[src/rtl/lsu_bridge.sv]
// lsu_bridge: load/store bridge between the core memory stage and the data bus.
// Checks alignment, builds byte strobes and replicated write data, runs a
// valid/ready request plus a read-response handshake, and extends load data.
// A saturating timeout counter turns a hung bus into a reported error.
module lsu_bridge #(
    parameter int TIMEOUT = 255
) (
    input  logic        clk,
    input  logic        rst,
    input  logic        core_req,
    input  logic        core_we,
    input  logic [2:0]  core_funct3,
    input  logic [31:0] core_addr,
    input  logic [31:0] core_wdata,
    output logic        core_stall,
    output logic        core_done,
    output logic [31:0] core_rdata,
    output logic        core_misalign,
    output logic        core_buserr,
    output logic        mem_valid,
    input  logic        mem_ready,
    output logic        mem_we,
    output logic [31:0] mem_addr,
    output logic [3:0]  mem_wstrb,
    output logic [31:0] mem_wdata,
    input  logic        mem_rvalid,
    input  logic [31:0] mem_rdata
);

    localparam int CW = $clog2(TIMEOUT + 1);
    localparam logic [CW-1:0] TMAX = CW'(TIMEOUT);

    typedef enum logic [1:0] {
        IDLE,
        REQ,
        WAIT,
        DONE
    } state_t;

    state_t         state;
    logic           we_q;
    logic [2:0]     funct3_q;
    logic [1:0]     addr_lo_q;
    logic [CW-1:0]  cnt;

    logic           req_illegal;
    logic [3:0]     build_strb;
    logic [31:0]    build_wdata;
    logic [7:0]     lane_byte;
    logic [15:0]    lane_half;
    logic [31:0]    load_value;
    logic [CW-1:0]  cnt_inc;
    logic           timed_out;

    // Stall whenever an access is being accepted or is still in flight.
    assign core_stall = (state == IDLE && core_req) || state == REQ || state == WAIT;

    // Decode the incoming request: legality, byte-lane strobes and replicated data.
    always_comb begin
        req_illegal = 1'b0;
        build_strb  = 4'b0000;
        build_wdata = core_wdata;
        case (core_funct3)
            3'b000, 3'b100: begin
                build_strb  = 4'b0001 << core_addr[1:0];
                build_wdata = {4{core_wdata[7:0]}};
            end
            3'b001, 3'b101: begin
                build_strb  = core_addr[1] ? 4'b1100 : 4'b0011;
                build_wdata = {2{core_wdata[15:0]}};
                req_illegal = core_addr[0];
            end
            3'b010: begin
                build_strb  = 4'b1111;
                req_illegal = (core_addr[1:0] != 2'b00);
            end
            default: req_illegal = 1'b1;
        endcase
        if (core_we && core_funct3[2]) begin
            req_illegal = 1'b1;
        end
        if (!core_we) begin
            build_strb = 4'b0000;
        end
    end

    // Select the addressed lane of the returned word and sign/zero extend it.
    always_comb begin
        case (addr_lo_q)
            2'd0:    lane_byte = mem_rdata[7:0];
            2'd1:    lane_byte = mem_rdata[15:8];
            2'd2:    lane_byte = mem_rdata[23:16];
            default: lane_byte = mem_rdata[31:24];
        endcase
        lane_half = addr_lo_q[1] ? mem_rdata[31:16] : mem_rdata[15:0];
        case (funct3_q)
            3'b000:  load_value = {{24{lane_byte[7]}}, lane_byte};
            3'b100:  load_value = {24'h000000, lane_byte};
            3'b001:  load_value = {{16{lane_half[15]}}, lane_half};
            3'b101:  load_value = {16'h0000, lane_half};
            default: load_value = mem_rdata;
        endcase
    end

    // Saturating cycle counter; the access times out on the cycle it reaches TIMEOUT.
    always_comb begin
        cnt_inc   = (cnt == TMAX) ? cnt : cnt + CW'(1);
        timed_out = (cnt_inc == TMAX);
    end

    // Main access sequencer with all bus and core outputs registered.
    always_ff @(posedge clk or negedge rst) begin
        if (!rst) begin
            state         <= IDLE;
            we_q          <= 1'b0;
            funct3_q      <= 3'b000;
            addr_lo_q     <= 2'b00;
            cnt           <= '0;
            core_done     <= 1'b0;
            core_rdata    <= 32'h0;
            core_misalign <= 1'b0;
            core_buserr   <= 1'b0;
            mem_valid     <= 1'b0;
            mem_we        <= 1'b0;
            mem_addr      <= 32'h0;
            mem_wstrb     <= 4'b0000;
            mem_wdata     <= 32'h0;
        end else begin
            case (state)
                IDLE: begin
                    if (core_req) begin
                        we_q      <= core_we;
                        funct3_q  <= core_funct3;
                        addr_lo_q <= core_addr[1:0];
                        cnt       <= '0;
                        if (req_illegal) begin
                            state         <= DONE;
                            core_done     <= 1'b1;
                            core_misalign <= 1'b1;
                            core_rdata    <= 32'h0;
                        end else begin
                            state     <= REQ;
                            mem_valid <= 1'b1;
                            mem_we    <= core_we;
                            mem_addr  <= {core_addr[31:2], 2'b00};
                            mem_wstrb <= build_strb;
                            mem_wdata <= build_wdata;
                        end
                    end
                end
                REQ: begin
                    cnt <= cnt_inc;
                    if (mem_ready) begin
                        mem_valid <= 1'b0;
                        if (we_q) begin
                            state     <= DONE;
                            core_done <= 1'b1;
                        end else begin
                            state <= WAIT;
                        end
                    end else if (timed_out) begin
                        mem_valid   <= 1'b0;
                        state       <= DONE;
                        core_done   <= 1'b1;
                        core_buserr <= 1'b1;
                        core_rdata  <= 32'h0;
                    end
                end
                WAIT: begin
                    cnt <= cnt_inc;
                    if (mem_rvalid) begin
                        state      <= DONE;
                        core_done  <= 1'b1;
                        core_rdata <= load_value;
                    end else if (timed_out) begin
                        state       <= DONE;
                        core_done   <= 1'b1;
                        core_buserr <= 1'b1;
                        core_rdata  <= 32'h0;
                    end
                end
                DONE: begin
                    state         <= IDLE;
                    core_done     <= 1'b0;
                    core_misalign <= 1'b0;
                    core_buserr   <= 1'b0;
                end
                default: state <= IDLE;
            endcase
        end
    end

endmodule

[config.mk]
export PLATFORM = sky130hd
export DESIGN_NAME = lsu_bridge
export DESIGN_NICKNAME = d
export VERILOG_FILES = /design/src/rtl/lsu_bridge.sv
export SDC_FILE = /design/constraint.sdc
export NUM_CORES = 1
export LEC_CHECK = 0
export BUFFER_PORTS_ARGS = -buffer_cell sky130_fd_sc_hd__buf_2
export CAP_MARGIN = 20
export CORE_MARGIN = 3
export CORE_UTILIZATION = 54
export CTS_BUF_LIST = sky130_fd_sc_hd__clkbuf_16
export CTS_CLUSTER_DIAMETER = 120
export DETAILED_ROUTE_END_ITERATION = 7
export GPL_TIMING_DRIVEN = 0
export PLACE_DENSITY = 0.91
export SYNTH_ARGS = -nofsm -noshare
export SYNTH_HDL_FRONTEND = slang
export SYNTH_SLANG_ARGS = --single-unit
export TNS_END_PERCENT = 1
[constraint.sdc]
create_clock -name clk -period 3.4 [get_ports clk]
set_input_delay 0.51 -clock clk [delete_from_list [all_inputs] [get_ports clk]]
set_output_delay 0.51 -clock clk [all_outputs]
set_load 0.05 [all_outputs]
# After elaboration in Yosys (flattened, before gate mapping)
# Index checks and enable logic that the tools add are counted.
# word_totals
input_bits,105
reg_bits,119
output_inout_bits,106
# op_classes
shifts,1
n_reduce_logical,25
eq_ne,21
bitwise_logic,1
muxes,42
addsub,1
# ops
cell,n
$mux W32,5
$pmux W32 S4,1
$pmux W32 S3,1
$pmux W32 S2,1
$pmux W8 S3,1
$eq A8 B8 Y1 const B,2
$mux W16,1
$mux W8,2
$pmux W8 S2,1
$mux W1,15
$eq A3 B3 Y1 const B,4
$pmux W4 S3,1
$reduce_and A3 Y1,4
$mux W2,5
$ne A2 B2 Y1 const B,5
$add A8 B1 Y8 const B,1
$mux W4,2
$pmux W2 S4,1
$reduce_and A4 Y1,2
$reduce_bool A2 Y1,4
$eq A2 B2 Y1 const B,3
$eq A3 B1 Y1 const B,2
$logic_not A3 Y1,2
$ne A3 B3 Y1 const B,2
13 further kinds,23

# Depth between registers and ports, before layout
# Gate-level depths: netlist of the first run.
# logic_depth
depth_word,7
ltp_mapped,10

# Worst setup path after synthesis of the first run
# Ideal clock, no wire load.
# synth_timing
path_kind,input port to flip-flop
from,in core_funct3[0]
to,reg core_rdata[7]
arrival_time_ps,1950
path_slack_ps,1314
cell_stages,8
setup_ps,136
path_cell_list,clkbuf_2 o41a_1 o31a_1 and3_4 buf_6 buf_6 o221ai_1 o211ai_1
# synth_via
elab_chain_cells,6
word_cells_on_any_way,11
# synth_lines
item,line_no,source
"start, declared",12,"input logic [2:0] core_funct3,"
$eq A3 B1 Y1 (tied with other cells),63,case (core_funct3)
$reduce_or A2 Y1,63,
$pmux W1 S3 (*),63,
$mux W1 (*),79,if (core_we && core_funct3[2]) begin
$ne A2 B2 Y1 (no line) (*),-,
$reduce_and A4 Y1 (no line) (*),-,
"end signal, assigned",174,core_rdata <= load_value;
"end, declared",17,"output logic [31:0] core_rdata,"
# Every way passes the cells marked *; elsewhere a longest branch is shown, timed or not.
# A chain may end at the register's enable or synchronous reset.

# Worst setup path in the final report of the first run
# layout_timing
from,reg state[0]
to,out core_stall
# layout_via
elab_chain_cells,4
word_cells_on_any_way,6
# layout_lines
item,line_no,source
"start, declared",40,state_t state;
"start signal, assigned",114,state <= IDLE;
"start signal, assigned",137,state <= DONE;
"start signal, assigned",142,state <= REQ;
$logic_not A2 Y1,56,assign core_stall = (state == IDLE && core_req) || state == REQ || state == WAIT;
$logic_and A1 B1 Y1,56,
$logic_or A1 B1 Y1,56,
$logic_or A1 B1 Y1 (*),56,
"end, declared",15,"output logic core_stall,"
# Marked as above.

==> implementation parameters, run 1 <==
Parameter                              Value

Timing
  Total of endpoints with negative setup slack in the final report    0
  Final critical-path required period    2.784 ns
  Final number of max-transition violations    0
  Final-layout setup total negative slack    0 ns
  Headroom to the max-slew limit    0.3705
  Least setup slack across all paths after layout    0.6161 ns
  Slew @ Worst Pin    0.9408 ns
  Final clock skew    0.005516 ns
  Unrepaired setup endpoints after global routing    no
  Worst hold slack    0.05269 ns
  Max Clk Rate    359.2 MHz
  Final Hold Violating Endpoints    0
  Share of the cycle needed by the critical path after routing    0.8188

Synth
  Post-Synthesis Cells    633
  Area of the mapped netlist    0.006331 mm2
  Cell taking the most area after synthesis    sky130_fd_sc_hd__dfrtp_1
  Yosys Warn Count    0
  Mux contribution to synthesized area    0.1377
  Portion of synthesized cell area occupied by the leading cell type    0.4704
  Sequential-to-total area share from yosys stat    0.4704
  Ys async rst share    1.000
  Leading cell types by total area after synthesis    sky130_fd_sc_hd__dfrtp_1 (47%), sky130_fd_sc_hd__mux2_2 (8.4%), sky130_fd_sc_hd__mux2i_1 (5.1%)
  Most common cell in the synthesized netlist    sky130_fd_sc_hd__dfrtp_1
  Area share of xor/xnor cells in the synthesized design    0.002767
  Post-synth top flop    sky130_fd_sc_hd__dfrtp_1
  Most frequent cells after synthesis    sky130_fd_sc_hd__dfrtp_1 (119), sky130_fd_sc_hd__nand2_1 (61), sky130_fd_sc_hd__o21ai_0 (59)
  Simple-gate share of the synthesized area    0.1496
  Fraction of the mapped netlist area in adder cells    0.009881
  Post-synth cell types    59
  Post-synthesis average cell area    10.00 um2
  Synthesized-area fraction occupied by ao, oa, aoi and oai cells    0.1794
  Number of flip-flops and latches in the synthesized netlist    119
  Combinational family with the most area after synthesis    compound AO/OA/AOI/OAI gates
  Number of enable flip-flop cells after synthesis    0

Layout
  Number of nets in the final layout    971
  Area growth syn-to-layout    28.10%
  Layout cell share with drive strength beyond 1    0.3684
  Antenna diode instance count    0
  Final cell count without fillers    1014

Floorplanning
  Number of ports placed on the die boundary    211
  Floorplan die area    0.01306 mm2
  Std cell rows    38
  Horizontal die dimension    114.3 um
  Effective utilization at floorplan    0.5691
  Placeable core area    0.01113 mm2
  Vertical extent of the die    114.3 um

Clock network
  CTS root buffer    sky130_fd_sc_hd__clkbuf_16
  TritonCTS clock tree    built
  Number of buffers inserted by hold repair at cts    0
  Register clock-pin slew on the reported worst setup and hold paths    0.06 ns
  Post-CTS setup buffer count    0
  Number of buffers added by the clock tree synthesis step    17
  Number of gates given a new drive strength after cts    0
  Max H-tree Level    4
  Clock latency on the worst-skew pair    0.43 ns
  Max Root-Sink Buffers    2
  Sinks on the clock net    119

Critical path
  Data required time of the critical path    2.89 ns
  Peak fanout along the critical path    10
  Category of cells accounting for the largest share of critical-path delay    buffers and inverters
  Worst reg2reg endpoint    core_rdata[21]
  Buf/Inv on CP    3
  Startpoint of the most critical setup path    state[0]
  Critical path's slowest cell    sky130_fd_sc_hd__dfrtp_1
  Crit. End Element    output pin
  Critical path depth    6
  Worst reg2reg startpoint    cnt[1]
  CP arrival    2.27 ns
  Flop-to-flop setup slack    0.92 ns
  Worst stage delay on the critical path    0.40 ns
  Startpoint Class    flop
  Class of the most critical setup path    flop to output pin
  End point of the critical path    core_stall
  CP dominant cell by count    sky130_fd_sc_hd__nand2_1
  Worst path cell trace    inv_1, ha_1, clkbuf_1, nand2_1, nand2_1, buf_2
  Logic depth of the worst register-to-register path    8

Global routing
  First-pass GRT wire length    30270 um
  Global router's overall resource usage    0.2951
  Global route overflow    0
  Pin count of the biggest net entering global routing    66
  Via count of the first global-routing pass    6058
  Initial antenna violation count    0

Placed design
  Detailed placement HPWL    14050 um
  IO Port Bufs    207
  Routability congestion estimate    0.9308
  Worst slack after detailed placement    0.8876 ns
  Number of placed instances with taps included    982

Detailed routing
  Number of search-and-repair iterations in the first detailed-routing pass    5
  Count of antenna-violating nets left after detailed routing    0
  Total via count in the routed design    6161
  DRC violations left    0
  Total detailed-routing wirelength    19260 um
  DRC marker count from the first detailed-route iteration    714
  Final routed wire length divided by cell count    18.99 um
  Drt via density    6.076

Power
  Static leakage power    0.003902 uW
  Power per cell area    1154 mW/mm2
  Max rail drop VDD    0.9048 mV
  Total Power    9360 uW

Status
  Outcome    finished clean

Worst hold path
  Path class of the lowest-slack min-delay path    input port to asynchronous set/reset pin

Job
  Max-capacitance violation count    0
[per-layer routing]
metal  GRT usage  routed length (um)  vias to the layer above
met5           0                   0                        -
met4      0.1029                 595                        0
met2      0.4899                9244                      397
met3     0.09937                2237                       54
met1      0.3606                7181                     2947
li1            -                   -                     2763
[how the worst min path moves through the flow]
stage                       start        endpoint  slack, ns  cells after the start
floorplan                     rst    addr_lo_q[0]       0.21                      0
global placement    mem_wdata[11]   mem_wdata[11]       0.46                      2
detailed placement  mem_wdata[11]   mem_wdata[11]       0.47                      2
CTS                           rst          cnt[3]       0.06                      1
global route                  rst          cnt[3]       0.08                      1
finish                        rst  core_rdata[26]       0.05                      1
[placed cells by master (no fill, tap or decap), types with 16 or more instances in the layout]
cell type / instances
sky130_fd_sc_hd__nor2_1: 37
sky130_fd_sc_hd__mux2_2: 47
sky130_fd_sc_hd__o211ai_1: 18
sky130_fd_sc_hd__nand2_1: 61
sky130_fd_sc_hd__clkbuf_16: 17
sky130_fd_sc_hd__dfrtp_1: 119
sky130_fd_sc_hd__a21oi_1: 25
sky130_fd_sc_hd__buf_2: 218
sky130_fd_sc_hd__clkbuf_1: 25
sky130_fd_sc_hd__mux2i_1: 32
sky130_fd_sc_hd__o21ai_0: 59
sky130_fd_sc_hd__nand3_1: 38
sky130_fd_sc_hd__nand2b_1: 22
sky130_fd_sc_hd__a32oi_1: 16
[logic make-up after synthesis]
kind of cell / count (synthesis)
adders and majority gates: 5
other: 1
buffers and inverters: 62
muxes: 80
DFF: 119
AOI/OAI and AO/OA: 170
xor gates and xnor gates: 2
and+or+nand+nor: 194
[flip-flops by register name, indices dropped and copies added (netlist names)]
register	flops
core_done	1
addr_lo_q	2
funct3_q	3
core_buserr	1
we_q	1
core_misalign	1
mem_we	1
cnt	8
core_rdata	32
mem_addr	30
state	2
mem_valid	1
mem_wdata	32
mem_wstrb	4
[per-stage QoR]
step / utilization / cell area, um2
final: 0.7290 / 8110
after global routing: 0.7290 / 8110
after CTS: 0.7290 / 8110
after detailed placement: 0.6813 / 7580
after global placement: 0.6783 / 7546
after floorplan: - / 6335
[report_power, final]
part / switching, uW / internal (uW) / leakage, uW
Combinational: 3890 / 1360 / 0.00214
Sequential: 419 / 2070 / 0.00151
Clock: 684 / 927 / 0.000249
[worst reg2reg max path, delay by kind of cell, from the launching register on]
kind / cells / cell delay, ns
and+or+nand+nor: 3 / 1.08
DFF: 1 / 0.36
adders and majority gates: 1 / 0.15
AOI/OAI and AO/OA: 2 / 0.28
buffers and inverters: 2 / 0.47
[layout make-up]
| cell class | count | area, um2 |
|---|---|---|
| inverters | 9 | 33.78 |
| clock buffers | 17 | 425.4 |
| clock inverters | 15 | 105.1 |
| fillers | 827 | 3015 |
| well taps | 140 | 175.2 |
| plain buffers | 53 | 280.3 |
| flip-flops and latches | 119 | 2978 |
| multi-input cells | 453 | 3043 |
| repair buffers | 208 | 1070 |
No activity file was read; power rests on OpenSTA's default activity.
==> inputs of run 2 (changes only) <==
--- a/config.mk
+++ b/config.mk
@@ -8,12 +8,12 @@
 export BUFFER_PORTS_ARGS = -buffer_cell sky130_fd_sc_hd__buf_2
 export CAP_MARGIN = 20
 export CORE_MARGIN = 3
-export CORE_UTILIZATION = 54
+export CORE_UTILIZATION = 51
 export CTS_BUF_LIST = sky130_fd_sc_hd__clkbuf_16
 export CTS_CLUSTER_DIAMETER = 120
 export DETAILED_ROUTE_END_ITERATION = 7
 export GPL_TIMING_DRIVEN = 0
-export PLACE_DENSITY = 0.91
+export PLACE_DENSITY = 0.87
 export SYNTH_ARGS = -nofsm -noshare
 export SYNTH_HDL_FRONTEND = slang
 export SYNTH_SLANG_ARGS = --single-unit
==> constraint.sdc (replaced) <==
create_clock -name clk -period 2.7 [get_ports clk]
set_input_delay 0.405 -clock clk [delete_from_list [all_inputs] [get_ports clk]]
set_output_delay 0.405 -clock clk [all_outputs]
set_load 0.05 [all_outputs]
==> run 2 against run 1 <==
- count of clock-buffer cells in the layout unchanged
- via count down 1.8%
- sequential power up 26%
- setup slack worse by 0.39 ns
- sequential share of layout area down 0.59 points
- routed wire length down 0.48%
- clock power up 48%
- final cell count up 2.6%
- clock skew up 0.0020 ns
- combinational power up 25%
- power up 29%
- non-clock buffer count up 1
==> implementation parameters, run 2 (synthesis gave the netlist of run 1 again) <==
Parameter                              Value

Status
  Outcome    finished clean

Timing
  Max Clk Rate    404.2 MHz
  Final critical-path required period    2.474 ns
  Final clock skew    0.007476 ns (+0.001960 ns)
  Share of the cycle needed by the critical path after routing    0.9164
  Slew @ Worst Pin    0.9065 ns (-0.03428 ns)
  Final number of max-transition violations    0 (unchanged)
  Headroom to the max-slew limit    0.3934 (+0.02294)
  Total of endpoints with negative setup slack in the final report    0 (unchanged)
  Unrepaired setup endpoints after global routing    no
  Final Hold Violating Endpoints    0 (unchanged)
  Worst hold slack    0.2157 ns (+0.1630 ns)

Floorplanning
  Placeable core area    0.01206 mm2 (+8.4%)
  Std cell rows    40 (+5.3%)
  Vertical extent of the die    117.4 um (+2.7%)
  Floorplan die area    0.01379 mm2 (+5.6%)
  Number of ports placed on the die boundary    211 (unchanged)
  Effective utilization at floorplan    0.5249 (-0.04415)
  Horizontal die dimension    117.4 um (+2.7%)

Detailed routing
  Count of antenna-violating nets left after detailed routing    0 (unchanged)
  Total detailed-routing wirelength    19170 um (-0.48%)
  Drt via density    5.817 (-4.3%)
  Number of search-and-repair iterations in the first detailed-routing pass    5 (unchanged)
  Total via count in the routed design    6050 (-1.8%)
  DRC violations left    0 (unchanged)
  DRC marker count from the first detailed-route iteration    522 (-27%)
  Final routed wire length divided by cell count    18.43 um (-3.0%)

Global routing
  Global router's overall resource usage    0.2740 (-0.02104)
  Routing usage on met2    0.4635 (-0.02634)
  Global route overflow    0 (unchanged)
  Via count of the first global-routing pass    5936 (-2.0%)
  M3 GR Usage    0.09209 (-0.007273)
  GRT met1 Usage    0.3335 (-0.02701)
  Pin count of the biggest net entering global routing    61 (-7.6%)
  Initial antenna violation count    1 (+1)
  First-pass GRT wire length    30530 um (+0.87%)
  Layer with the highest usage after global routing    met2

Critical path
  Peak fanout along the critical path    10 (unchanged)
  Logic depth of the worst register-to-register path    8 (unchanged)
  Worst reg2reg endpoint    core_rdata[7]
  Class of the most critical setup path    flop to flop
  Flop-to-flop setup slack    0.23 ns (-0.69 ns)
  Data required time of the critical path    2.98 ns (+0.09 ns)
  Worst reg2reg startpoint    cnt[1]
  Crit. End Element    flop
  CP arrival    2.76 ns (+0.49 ns)
  Startpoint Class    flop

Layout
  Largest registers ranked by flip-flop count    core_rdata x32, mem_wdata x32, mem_addr x30
  Layout cell share with drive strength beyond 1    0.3658 (-0.002595)
  Most used cells in the layout excluding fill and tap cells    sky130_fd_sc_hd__buf_2 (218), sky130_fd_sc_hd__dfrtp_1 (119), sky130_fd_sc_hd__nand2_1 (60)
  Final cell count without fillers    1040 (+2.6%)
  Area growth syn-to-layout    30.18%
  Most common library cell in the layout ignoring fill and taps    sky130_fd_sc_hd__buf_2
  Antenna diode instance count    0 (unchanged)
  Number of nets in the final layout    972 (+0.10%)

Clock network
  Max H-tree Level    4 (unchanged)
  CTS root buffer    sky130_fd_sc_hd__clkbuf_16
  Max Root-Sink Buffers    2 (unchanged)
  Number of buffers added by the clock tree synthesis step    17 (unchanged)
  Clock latency on the worst-skew pair    0.42 ns (about the same)
  Register clock-pin slew on the reported worst setup and hold paths    0.06 ns (about the same)
  Post-CTS setup buffer count    0 (unchanged)
  Sinks on the clock net    119 (unchanged)
  TritonCTS clock tree    built

Job
  Max-capacitance violation count    0 (unchanged)

Power
  Power per cell area    1467 mW/mm2 (+27%)
  Static leakage power    0.003965 uW (+1.6%)
  Max rail drop VDD    1.113 mV (+23%)

Placed design
  Routability congestion estimate    0.8993 (-3.4%)
  Number of placed instances with taps included    1010 (+2.9%)
  Detailed placement HPWL    14150 um (+0.69%)
  IO Port Bufs    207 (unchanged)

Worst hold path
  Path class of the lowest-slack min-delay path    input port to flop
  Hold endpoint    mem_addr[25]
  Depth of the worst hold-timing path    2
  Worst hold start    core_addr[25]
-- run 2: per-layer routing --
metal / routed length, um / up-vias
met5: 18 / -
met4: 325 / 2
met3: 1676 / 36
met2: 9503 / 341
met1: 7643 / 2901
li1: - / 2770
-- run 2: worst max path at each step --
stage                  start        endpoint  slack, ns  cells after the start
floorplan             cnt[0]   core_rdata[7]       0.69                      8
global placement         rst    mem_wdata[3]      -0.33                      1
detailed placement    cnt[1]   core_rdata[7]       0.28                      8
CTS                 state[0]      core_stall       0.01                      6
global route          cnt[1]  core_rdata[20]       0.09                      8
finish                cnt[1]   core_rdata[7]       0.23                      8
-- run 2: worst max-delay path, stage by stage (launching register included) --
cell and delay [ns]:
sky130_fd_sc_hd__dfrtp_1 0.36, sky130_fd_sc_hd__ha_1 0.15, sky130_fd_sc_hd__clkbuf_2 0.18, sky130_fd_sc_hd__nand3_1 0.17, sky130_fd_sc_hd__nor2_1 0.23, sky130_fd_sc_hd__a22oi_1 0.16
sky130_fd_sc_hd__nor4b_4 0.67, sky130_fd_sc_hd__buf_4 0.29, sky130_fd_sc_hd__o211ai_1 0.11
-- run 2: what timing repair did --
| action | 4_1_cts | 5_1_grt |
|---|---|---|
| hold endpoints to repair | 59 | 0 |
| hold buffers | 1 | 0 |
| gates resized for setup | 0 | 3 |
| setup endpoints to repair | 0 | 1 |
-- run 2: area by class of cell --
type | count | area [um2]
clock inverter | 12 | 187.7
tap | 168 | 210.2
multi-input combinational | 453 | 3045
clock buffer | 17 | 425.4
inverter | 9 | 33.78
sequential | 119 | 2978
buffer | 53 | 281.5
timing repair buffer | 209 | 1080
fill | 900 | 3820
-- run 2: per-stage QoR --
stage	TNS (ns)	cell area [um2]	util	total power [uW]	worst slack, ns
floorplan	0	6335	-	7976	0.6944
global placement	-38.32	7581	0.6285	9524	-0.3288
detailed placement	0	7615	0.6313	9666	0.2793
CTS	0	8238	0.6830	12080	0.01235
global route	0	8242	0.6833	12690	0.09208
finish	0	8242	0.6833	12090	0.2258
-- run 2: report_power, final --
group          internal, uW  total, uW  leakage [uW]  switching (uW)
sequential             2610       3130       0.00151             515
combinational          1720       6580       0.00215            4870
clock                  1600       2380      0.000304             776
total                  5940      12100       0.00396            6160
==> inputs of run 3 (changes only) <==
==> config.mk (replaced) <==
export PLATFORM = sky130hd
export DESIGN_NAME = lsu_bridge
export DESIGN_NICKNAME = d
export VERILOG_FILES = /design/src/rtl/lsu_bridge.sv
export SDC_FILE = /design/constraint.sdc
export NUM_CORES = 1
export LEC_CHECK = 0
export CAP_MARGIN = 20
export CORE_MARGIN = 3
export CORE_UTILIZATION = 60
export CTS_BUF_LIST = sky130_fd_sc_hd__clkbuf_16
export CTS_CLUSTER_DIAMETER = 120
export DETAILED_ROUTE_END_ITERATION = 7
export DONT_BUFFER_PORTS = 1
export PLACE_DENSITY = 0.82
export SYNTH_ARGS = -nofsm -noshare
export SYNTH_HDL_FRONTEND = slang
export SYNTH_SLANG_ARGS = --single-unit
export TNS_END_PERCENT = 1
==> run 3 against run 2 <==
- the run now ends with negative hold slack left
- power is 8.5% lower
- combinational power is 58% lower
- die area is 14% lower
- setup slack worse by 0.058 ns
- via count is 15% lower
- first-iteration DRC count is 12% higher
- sequential share of layout area is 6.8 points higher
==> implementation parameters, run 3 (synthesis gave the netlist of run 1 again) <==
Parameter                              Value

Layout
  Area growth syn-to-layout    9.526%
  Flip-flop and latch area    0.002978 mm2 (unchanged)
  Largest registers ranked by flip-flop count    core_rdata x32, mem_wdata x32, mem_addr x30
  Most used cells in the layout excluding fill and tap cells    sky130_fd_sc_hd__dfrtp_1 (119), sky130_fd_sc_hd__nand2_1 (60), sky130_fd_sc_hd__o21ai_0 (59)
  Most common library cell in the layout ignoring fill and taps    sky130_fd_sc_hd__dfrtp_1
  Multi-input gate area in the final layout    0.003050 mm2 (+0.16%)
  Layout cell share with drive strength beyond 1    0.1573 (-0.2085)
  Antenna diode instance count    0 (unchanged)
  Fillers    722 (-20%)
  Number of nets in the final layout    720 (-26%)

Critical path
  Worst reg2reg startpoint    cnt[0]
  Data required time of the critical path    2.30 ns (-0.68 ns)
  Peak fanout along the critical path    11 (+1)
  Category of cells accounting for the largest share of critical-path delay    simple AND/OR/NAND/NOR gates
  Flop-to-flop setup slack    0.26 ns (+0.03 ns)
  Worst reg2reg endpoint    core_rdata[31]
  Class of the most critical setup path    flop to output pin
  CP dominant cell by count    sky130_fd_sc_hd__nand2_1
  CP arrival    2.13 ns (-0.63 ns)
  Logic depth of the worst register-to-register path    7 (-1)
  Crit. End Element    output pin
  Critical path's slowest cell    sky130_fd_sc_hd__nand2_1
  Worst path cell trace    inv_1, ha_1, nand2_1, nand2_1
  Startpoint Class    flop
  Worst stage delay on the critical path    0.48 ns (-0.19 ns)
  Buf/Inv on CP    1 (-1)

Floorplanning
  Std cell rows    36 (-10%)
  Vertical extent of the die    108.7 um (-7.4%)
  Effective utilization at floorplan    0.6331 (+0.1082)
  Horizontal die dimension    108.7 um (-7.4%)
  Number of ports placed on the die boundary    211 (unchanged)
  Floorplan die area    0.01182 mm2 (-14%)
  Placeable core area    0.01000 mm2 (-17%)

Power
  Static leakage power    0.002946 uW (-26%)
  Max rail drop VDD    0.8654 mV (-22%)
  Total Power    11060 uW (-8.5%)
  Power per cell area    1595 mW/mm2 (+8.7%)

Placed design
  Worst slack after detailed placement    0.4108 ns (+0.1315 ns)
  IO Port Bufs    0 (-100%)
  Routability congestion estimate    0.9134 (+1.6%)
  Detailed placement HPWL    11520 um (-19%)

Detailed routing
  Count of antenna-violating nets left after detailed routing    0 (unchanged)
  DRC violations left    0 (unchanged)
  Total via count in the routed design    5169 (-15%)
  Number of search-and-repair iterations in the first detailed-routing pass    5 (unchanged)
  Drt via density    6.837 (+18%)
  DRC marker count from the first detailed-route iteration    585 (+12%)
  Final routed wire length divided by cell count    22.60 um (+23%)
  Total detailed-routing wirelength    17090 um (-11%)

Clock network
  CTS root buffer    sky130_fd_sc_hd__clkbuf_16
  Number of gates given a new drive strength after cts    0 (unchanged)
  Max H-tree Level    4 (unchanged)
  Sinks on the clock net    119 (unchanged)
  Register clock-pin slew on the reported worst setup and hold paths    0.06 ns (about the same)
  TritonCTS clock tree    built
  Max Root-Sink Buffers    2 (unchanged)
  Number of buffers added by the clock tree synthesis step    17 (unchanged)
  Clock latency on the worst-skew pair    0.41 ns (about the same)

Timing
  Total of endpoints with negative setup slack in the final report    0 (unchanged)
  Headroom to the max-slew limit    0.4979 (+0.1045)
  Final number of max-transition violations    0 (unchanged)
  Final-layout setup total negative slack    0 ns (unchanged)
  Final critical-path required period    2.532 ns (+0.05761 ns)
  Unrepaired setup endpoints after global routing    no
  Worst hold slack    -0.3049 ns (-0.5206 ns)
  Max Clk Rate    395.0 MHz (-2.3%)
  Final clock skew    0.009398 ns (+0.001922 ns)
  Slew @ Worst Pin    0.7452 ns (-0.1613 ns)
  Share of the cycle needed by the critical path after routing    0.9377 (+0.02134)
  Final Hold Violating Endpoints    119 (+119)
  Least setup slack across all paths after layout    0.1681 ns (-0.05761 ns)

Worst hold path
  Path class of the lowest-slack min-delay path    input port to asynchronous set/reset pin

Job
  Max-capacitance violation count    0 (unchanged)

Status
  Outcome    finished, violations left
  Violated checks    negative hold slack

Global routing
  Pin count of the biggest net entering global routing    120 (+97%)
  Global router's overall resource usage    0.2958 (+0.02178)
  Initial antenna violation count    0 (-1)
  Global route overflow    0 (unchanged)
  First-pass GRT wire length    27170 um (-11%)
  Via count of the first global-routing pass    5253 (-12%)
-- run 3: worst max-delay path by stage --
stage,slack (ns),start,to,depth (start not counted)
floorplan,0.69,cnt[0],core_rdata[7],8
global placement,0.54,state[0],core_rdata[23],7
detailed placement,0.41,state[0],core_rdata[23],7
CTS,0.19,state[0],core_stall,4
global route,0.02,state[1],core_stall,4
finish,0.17,state[0],core_stall,4
-- run 3: per-layer routing --
metal / up-vias / global-route usage / routed length, um
met5: - / 0 / 0
met4: 0 / 0.1443 / 629
met3: 67 / 0.1137 / 1967
met2: 358 / 0.4576 / 8245
met1: 2476 / 0.3643 / 6247
li1: 2268 / - / -
-- run 3: per-stage QoR --
stage,hold slack (ns),cells,utilization,area (um2)
floorplan,0.1094,634,-,6335
global placement,0.1148,724,0.6329,6329
detailed placement,0.1156,724,0.6329,6329
CTS,-0.3221,756,0.6934,6934
global route,-0.3274,756,0.6934,6934
finish,-0.3049,756,0.6934,6934
-- run 3: worst register-to-register path: stages (launching register included) --
cell and delay, ns:
sky130_fd_sc_hd__dfrtp_1 0.53, sky130_fd_sc_hd__ha_1 0.37, sky130_fd_sc_hd__nand3_1 0.24, sky130_fd_sc_hd__xnor2_1 0.27, sky130_fd_sc_hd__a22oi_1 0.14, sky130_fd_sc_hd__nor4b_4 0.33, sky130_fd_sc_hd__buf_12 0.24, sky130_fd_sc_hd__o21ai_0 0.17
-- run 3: report_power, final --
group          total [uW]  switching [uW]  internal (uW)
combinational        2770            1670           1100
clock                2290             837           1450
sequential           5990            3440           2560
total               11100            5950           5110
-- run 3: area by class of cell --
| class | count | share of cell area |
|---|---|---|
| clock buffer | 17 | 0.06135 |
| clock inverter | 15 | 0.02598 |
| inverter | 9 | 0.004872 |
| multi-input combinational | 453 | 0.4399 |
| sequential | 119 | 0.4294 |
| tap | 133 | 0.02400 |
| timing repair buffer | 10 | 0.01444 |
-- run 3: what timing repair did --
| action | CTS | global route |
|---|---|---|
| endpoints found under the hold margin | 119 | 119 |
| setup endpoints to repair | 0 | 0 |
| setup buffers | 0 | 0 |
